### src/rtl/image_stream_reader.sv
// image_stream_reader: snapshots the 32x32 paint bitmap during vertical
// blanking and streams it row-major, one pixel per valid/ready handshake.
//
// Ports:
//   clkVga  - VGA pixel clock, all logic on its rising edge
//   iRstN   - asynchronous active-low reset
//   iStart  - single-cycle capture request, ignored while busy
//   iVs     - active-low vertical sync (same clock domain)
//   iImage  - live bitmap, bit index = x*IMG_H + y
//   oPixel  - current pixel
//   oValid  - oPixel is valid
//   iReady  - downstream accepts the pixel
//   oFirst  - beat is pixel (0,0)
//   oLast   - beat is pixel (IMG_W-1, IMG_H-1)
//   oBusy   - not idle
//   oDone   - one-cycle pulse after the last handshake
//   oCount  - number of 1-pixels transferred in current/last frame
module image_stream_reader #(
    parameter int IMG_W      = 32,
    parameter int IMG_H      = 32,
    parameter int WAIT_VSYNC = 1
) (
    input  logic                               clkVga,
    input  logic                               iRstN,
    input  logic                               iStart,
    input  logic                               iVs,
    input  logic [IMG_W*IMG_H-1:0]             iImage,
    output logic                               oPixel,
    output logic                               oValid,
    input  logic                               iReady,
    output logic                               oFirst,
    output logic                               oLast,
    output logic                               oBusy,
    output logic                               oDone,
    output logic [$clog2(IMG_W*IMG_H):0]       oCount
);

    localparam int NPIX = IMG_W * IMG_H;
    localparam int XW   = (IMG_W > 1) ? $clog2(IMG_W) : 1;
    localparam int YW   = (IMG_H > 1) ? $clog2(IMG_H) : 1;
    localparam int CW   = $clog2(NPIX) + 1;

    localparam logic [XW-1:0] X_MAX = XW'(IMG_W - 1);
    localparam logic [YW-1:0] Y_MAX = YW'(IMG_H - 1);

    localparam logic [1:0] S_IDLE   = 2'd0;
    localparam logic [1:0] S_WAIT   = 2'd1;
    localparam logic [1:0] S_STREAM = 2'd2;
    localparam logic [1:0] S_DONE   = 2'd3;

    logic [1:0]      state;
    logic [1:0]      state_n;
    logic [NPIX-1:0] snap;
    logic [XW-1:0]   x;
    logic [YW-1:0]   y;
    logic            vs_d;
    logic            vs_fall;
    logic            snap_now;
    logic            handshake;
    logic            at_first;
    logic            at_last;
    logic            snap_bit;

    assign vs_fall = vs_d & ~iVs;

    // Capture on the vsync falling edge so the copy never straddles a
    // painter update; the free-running mode captures right away.
    assign snap_now = (state == S_WAIT) &&
                      ((WAIT_VSYNC == 0) || vs_fall);

    assign at_first = (x == '0) && (y == '0);
    assign at_last  = (x == X_MAX) && (y == Y_MAX);
    assign snap_bit = snap[{x, y}];

    assign oValid    = (state == S_STREAM);
    assign oPixel    = oValid & snap_bit;
    assign oFirst    = oValid & at_first;
    assign oLast     = oValid & at_last;
    assign oBusy     = (state != S_IDLE);
    assign oDone     = (state == S_DONE);
    assign handshake = oValid & iReady;

    always_comb begin
        state_n = state;
        unique case (state)
            S_IDLE: begin
                if (iStart) state_n = S_WAIT;
            end
            S_WAIT: begin
                if (snap_now) state_n = S_STREAM;
            end
            S_STREAM: begin
                if (handshake && at_last) state_n = S_DONE;
            end
            S_DONE: begin
                state_n = S_IDLE;
            end
            default: state_n = S_IDLE;
        endcase
    end

    always_ff @(posedge clkVga or negedge iRstN) begin
        if (!iRstN) begin
            state  <= S_IDLE;
            vs_d   <= 1'b1;
            snap   <= '0;
            x      <= '0;
            y      <= '0;
            oCount <= '0;
        end else begin
            state <= state_n;
            vs_d  <= iVs;
            if (snap_now) begin
                snap   <= iImage;
                x      <= '0;
                y      <= '0;
                oCount <= '0;
            end else if (handshake) begin
                oCount <= oCount + CW'(oPixel);
                x      <= x + XW'(1);
                // x is the inner index; y advances on x wrap.
                if (x == X_MAX) y <= y + YW'(1);
            end
        end
    end

endmodule

### config.mk
export PLATFORM = sky130hd
export DESIGN_NAME = image_stream_reader
export DESIGN_NICKNAME = d
export VERILOG_FILES = /design/src/rtl/image_stream_reader.sv
export SDC_FILE = /design/constraint.sdc
export NUM_CORES = 2
export LEC_CHECK = 0
export BUFFER_PORTS_ARGS = -buffer_cell sky130_fd_sc_hd__buf_4
export CORE_AREA = 2 2 411 413
export CTS_CLUSTER_DIAMETER = 40
export CTS_CLUSTER_SIZE = 24
export DETAILED_ROUTE_END_ITERATION = 10
export DIE_AREA = 0 0 413 415
export MAX_ROUTING_LAYER = met4
export PLACE_DENSITY_LB_ADDON = 0.15
export SLEW_MARGIN = 20
export SYNTH_ARGS = -nofsm -noshare
export SYNTH_HDL_FRONTEND = slang
export SYNTH_SLANG_ARGS = --single-unit
### constraint.sdc
create_clock -name clkVga -period 4.8 [get_ports clkVga]
set_clock_uncertainty 0.05 [all_clocks]
set_input_delay 0.72 -clock clkVga [delete_from_list [all_inputs] [get_ports clkVga]]
set_output_delay 0.72 -clock clkVga [all_outputs]
set_load 0.05 [all_outputs]
* After elaboration in Yosys (flattened, before gate mapping)
Cells that the tools add are included.
** Storage, ports and cells
- Output and inout port bits :: 17
- Bits in registers :: 1048
- Logic and storage cells :: 49
- Memory bits (writable) :: 0
- Bits of input ports :: 1029
- Bits in latches :: 0
- Memory bits (read-only) :: 0
- Memories kept :: 0
** Operators by class
- Multipliers :: 0
- Reductions and logical operators :: 12
- Muxes and demuxes :: 13
- Bitwise logic cells :: 6
- Div/mod/pow operators :: 0
- Shift-type cells :: 0
- Equal/unequal tests :: 8
- Magnitude comparators :: 1
- Add/sub/neg operators :: 3
** Operators with widths (number)
- $mux 5 :: 5
- $mux 11 :: 2
- $add 11x1->11 :: 1
- $lt 10x11->1 const B :: 1
- $add 5x1->5 const B :: 2
- $bmux 1 s10 :: 1
- $eq 5x5->1 const B :: 2
- $logic_not 5->1 :: 2
- $pmux 2 s4 :: 1
- $mux 2 :: 3
- $reduce_bool 2->1 :: 3
- $and 1x1->1 :: 5
- $eq 2x2->1 const B :: 2
- $logic_and 1x1->1 :: 4
- $ne 2x2->1 const B :: 2
- $reduce_and 3->1 :: 1
- $eq 2x1->1 const B :: 1
- $logic_not 2->1 :: 1
- $ne 2x1->1 const B :: 1
- $reduce_and 2->1 :: 1
- $mux 1 :: 1
- $not 1->1 :: 1

* Depth between registers and ports, before layout
- Depth in word-level cells :: 6
- Gate-level depth with buffers :: 18
- Depth with buffers taken out :: 12

* Worst setup path before layout
No wires, ideal clock.
- Path kind :: register to register
- From :: register y[0]
- To :: register oCount[8]
- Data arrival time :: 4.185 ns
- Clock period less this slack :: 4.313 ns
- Setup slack :: 0.487 ns
- Required time :: 4.672 ns
- Stages on the path, launching flop included :: 16
- Library setup time :: 0.078 ns
- Path buffers :: 4
- Cells stage by stage :: dfrtp_1 > buf_6 > buf_12 > buf_6 > nand3b_1 > clkbuf_1 > o22ai_1 > a2111oi_0 > o311a_1 > a31o_1 > a2111oi_2 > ha_1 > ha_1 > nand2_1 > or3_1 > a21oi_1
** Between the ends
- Longest elaborated chain between the ends :: 6
** Ends and longest elaborated chain
- from (decl) :: RTL line 55 : logic [YW-1:0] y;
- from (signal assigned) :: RTL line 122 : if (x == X_MAX) y <= y + YW'(1);
- $bmux 1 s10 :: RTL line 73 : assign snap_bit = snap[{x, y}];
- $mux 1 (not written as such) :: RTL line 73
- $and 1x1->1 :: RTL line 76 : assign oPixel = oValid & snap_bit;
- via oPixel :: RTL line 28 : output logic oPixel,
- $add 11x1->11 :: RTL line 119 : oCount <= oCount + CW'(oPixel);
- $mux 11 :: RTL line 118 : end else if (handshake) begin
- $mux 11 :: RTL line 113 : if (snap_now) begin
- to (signal assigned) :: RTL line 119
- to (decl) :: RTL line 35 : output logic [$clog2(IMG_W*IMG_H):0] oCount
The timed path passes the listed nets, and every way through them passes these cells. The select of a mux whose other input is x is not followed.
A chain may end at the register's enable or synchronous reset.

* Worst setup path after layout
- From :: register y[1]
- To :: output port oPixel
** Between the ends
- Longest elaborated chain between the ends :: 3
** Ends and longest elaborated chain (RTL line)
- $bmux 1 s10 :: 73
- $mux 1 (not written as such) :: 73
- $and 1x1->1 :: 76
- to (decl) :: 28
Every way passes these cells. The select of a mux whose other input is x is not followed.

==> out/results.ini <==
[timing]
report.final.setup_viol = 1
finalHoldWorstSlack_ns = 0.0909
final-hold-violation-count = 0
rsz0062_at_grt = true
maxSlewViolCount = 0
tns_ns = -0.0518
setup_slack_ns = -0.0518
maxSlewHeadroom = 0.422
period_share = 1.01
tightest_slew_ns = 0.843
fmax_ghz = 0.206
post-route-min-period_ns = 4.85

[critical_path]
critPathMaxStageDelay_ns = 0.68
crit_top_cell = buf_12
r2r_cells = 16
r2r_slack_ns = 0.52
slowest_stage = mux2i_1
critPathTopFamily = multiplexers
rr_endpoint = oCount[8]
path_max_fanout = 6
criticalPathCategory = reg2out
crit_buf_inv = 5
r2r-start = y[1]
required_ns = 4.03
critical_path.startpoint_type = register
crit_path_start = y[1]
worstPathCellList = buf_12 > buf_12 > buf_4 > mux4_2 > mux2i_1 > a21oi_2 > o21ai_0 > nand3_1 > a31oi_4 > a2111oi_4 > buf_4 > buf_12
arrival_ns = 4.08
end_kind = output port

[route]
wl_per_cell_um = 30.8
ant_nets = 0
first_pass_iters = 5
drt_wl_total_um = 206000
drcViolationCount = 0
vias = 32715
vias_per_cell = 4.88
drtIter0Drc = 2059

[final_layout]
fillers = 15718
final_layout_size_suffix_gt1_frac = 0.657
post-route-util = 0.402
fin_cells = 6699
stdcell_area_um2 = 67100
syn2layout_area_growth_pct = 40.7
final_nets = 5300

[clock_tree]
insertion_delay_ns = 0.80
numCtsBuffers = 198
htree_levels = 4
cts.path.max_buffers = 3
clkSlewWorstSetupHoldPaths_ns = 0.05
clock-root-buffer = clkbuf_16
cts_tree = built
cts_sinks = 1048

[run]
cap_violations = 0

[synth]
syn_avg_cell_area_um2 = 15.7
synth_ff_type = dfrtp_1
synth_compound_area_frac = 0.0300
synth_xor_xnor_area_share = 0.00239
yosysUniqueCellTypes = 74
synth_enable_flop_cells = 0
synthAdderAreaFrac = 0.00341
synthSimpleGateAreaFrac = 0.0194
synth_fp_nets = 4081
synth-async-reset-ratio = 1.00
yosysSeqAreaShare = 0.550
ys_seq_elements = 1048
muxShareOfSynthArea = 0.368
yosys_warnings = 0
synth_top_family_by_area = multiplexers
synth_area_um2 = 47700
postSynthCellCount = 3039

[floorplan]
num_rows = 150
die_x_um = 413
core_um2 = 167000
ios = 1046
die_h_um = 415
die_area_um2 = 171000
start_util = 0.286

[run_status]
outcome = finished, violations left
violations = negative setup slack

[power]
peakVddDrop_v = 0.000381
powerDensity_nw_per_um2 = 639
p_int_mw = 29.9
power.share.clock = 0.342
switchingPower_mw = 12.9
seq_power_share = 0.371
static-leakage-power_nw = 28.6
comb_power_share = 0.287
netSwitchingFraction = 0.301

[worst_hold_path]
min_to = snap[955]
holdPathStages = 2
hold_path_class = in2reg
hp-start = iImage[955]

[grt]
grt_pass1_wl_um = 282000
track_usage = 0.244
first_global_vias = 35160
antenna_found_initial = 83
grt_max_degree = 128
grt_overflow = 0

[place]
portBuffers = 1045
placed_area_um2 = 58700
gp_congestion = 0.839
dp_cells = 6212
post-dp-hpwl_um = 156000

-- worst reg2reg max path, delay by kind of cell, from the launching register on --
kind / cells / cell delay, ns
buffers and inverters: 5 / 1.00
adders and majority gates: 2 / 0.40
AOI/OAI and AO/OA: 4 / 1.05
and+or+nand+nor: 3 / 0.63
muxes: 2 / 0.59
DFF: 1 / 0.49
-- kinds of logic (layout without fill, tap and decap cells) --
family                     after synthesis  in the layout
xor gates and xnor gates                13             13
buffers and inverters                  232           1621
and+or+nand+nor                        186            186
adders and majority gates               13             13
AOI/OAI and AO/OA                      196            196
muxes                                 1351           1351
DFF                                   1048           1048
other                                    0             67
-- per-stage QoR --
step	power [mW]	setup slack [ns]
final	42.9	-0.0518
after global routing	44.9	-0.0841
after CTS	43.4	-0.0377
after detailed placement	27.9	-0.175
after global placement	27.7	-0.183
after floorplan	22.6	0.487
-- cells in the mapped netlist (all sizes together) (13+ instances only) --
cell type / n / area share
a21oi: 28 / 0.0029
a22oi: 31 / 0.0051
o21ai: 28 / 0.0029
mux2: 1047 / 0.25
nand3: 33 / 0.0035
ha: 13 / 0.0034
mux2i: 89 / 0.019
clkbuf: 136 / 0.011
buf: 85 / 0.015
nand2: 60 / 0.0047
o221ai: 19 / 0.0035
dfrtp: 1047 / 0.55
mux4: 215 / 0.10
nor2: 29 / 0.0023
-- cell type report --
cell class	instances	area, um2	share of cell area
timing repair buffer	1240	10300	0.153
multi-input combinational	1759	20500	0.306
clock buffer	255	5550	0.0828
inverter	11	41.3	0.000616
sequential	1048	26200	0.391
tap	2204	2760	0.0411
antenna	67	168	0.00250
clock inverter	115	1520	0.0227
-- flip-flops by register name, summed over array words and instances, names as in the netlist --
signal  cells
state       2
x           5
oCount     11
snap     1024
y           5
vs_d        1
-- cell usage in the layout (no fill, tap or decap), types with 7 or more instances in the layout --
cell	n
nand3_1	30
mux4_2	212
nand3b_1	7
mux2i_1	74
buf_16	10
xor2_1	11
clkbuf_16	201
clkinvlp_4	26
ha_1	13
o21ai_0	25
buf_12	37
nand2_1	60
a22o_1	9
clkbuf_8	32
buf_4	1175
a21oi_1	26
inv_6	8
inv_1	7
o221ai_1	18
diode_2	67
nor2_1	26
o22ai_1	11
clkinv_2	35
clkbuf_1	22
mux2_2	1046
a22oi_1	27
bufbuf_16	10
mux2i_2	11
bufinv_16	26
and3_1	10
clkinv_4	12
dfrtp_1	1041
-- power by group through the flow --
stage	combinational, mW	sequential, mW	clock, mW
after floorplan	7.87	14.7	0
after global placement	11.7	16.0	0
after detailed placement	11.9	16.0	0
after CTS	12.5	15.9	15.0
after global routing	13.1	16.4	15.4
final	12.3	15.9	14.6
-- routing by layer --
metal  GRT usage  up-vias  routed length, um
li1            -    14100                  -
met1       0.298    17223              86000
met2       0.387     1118              99700
met3      0.0726      274              15000
met4      0.0736        0               5410
met5           -        -                  0
-- how the worst max path moves through the flow --
stage / end / cells after the start
4_1_cts: oPixel / 11
3_3_place_gp: oCount[8] / 15
2_1_floorplan: oCount[8] / 15
3_5_place_dp: oCount[8] / 15
6_report: oPixel / 12
5_1_grt: oPixel / 12
-- timing repair --
item,in CTS,in global routing
setup endpoints to repair,2,1
hold endpoints to repair,43,0
hold buffers,2,0
gates cloned,12,0
pin swaps,9,4
gates resized for setup,74,10
setup buffers,32,5
No activity file was read; power rests on OpenSTA's default activity.
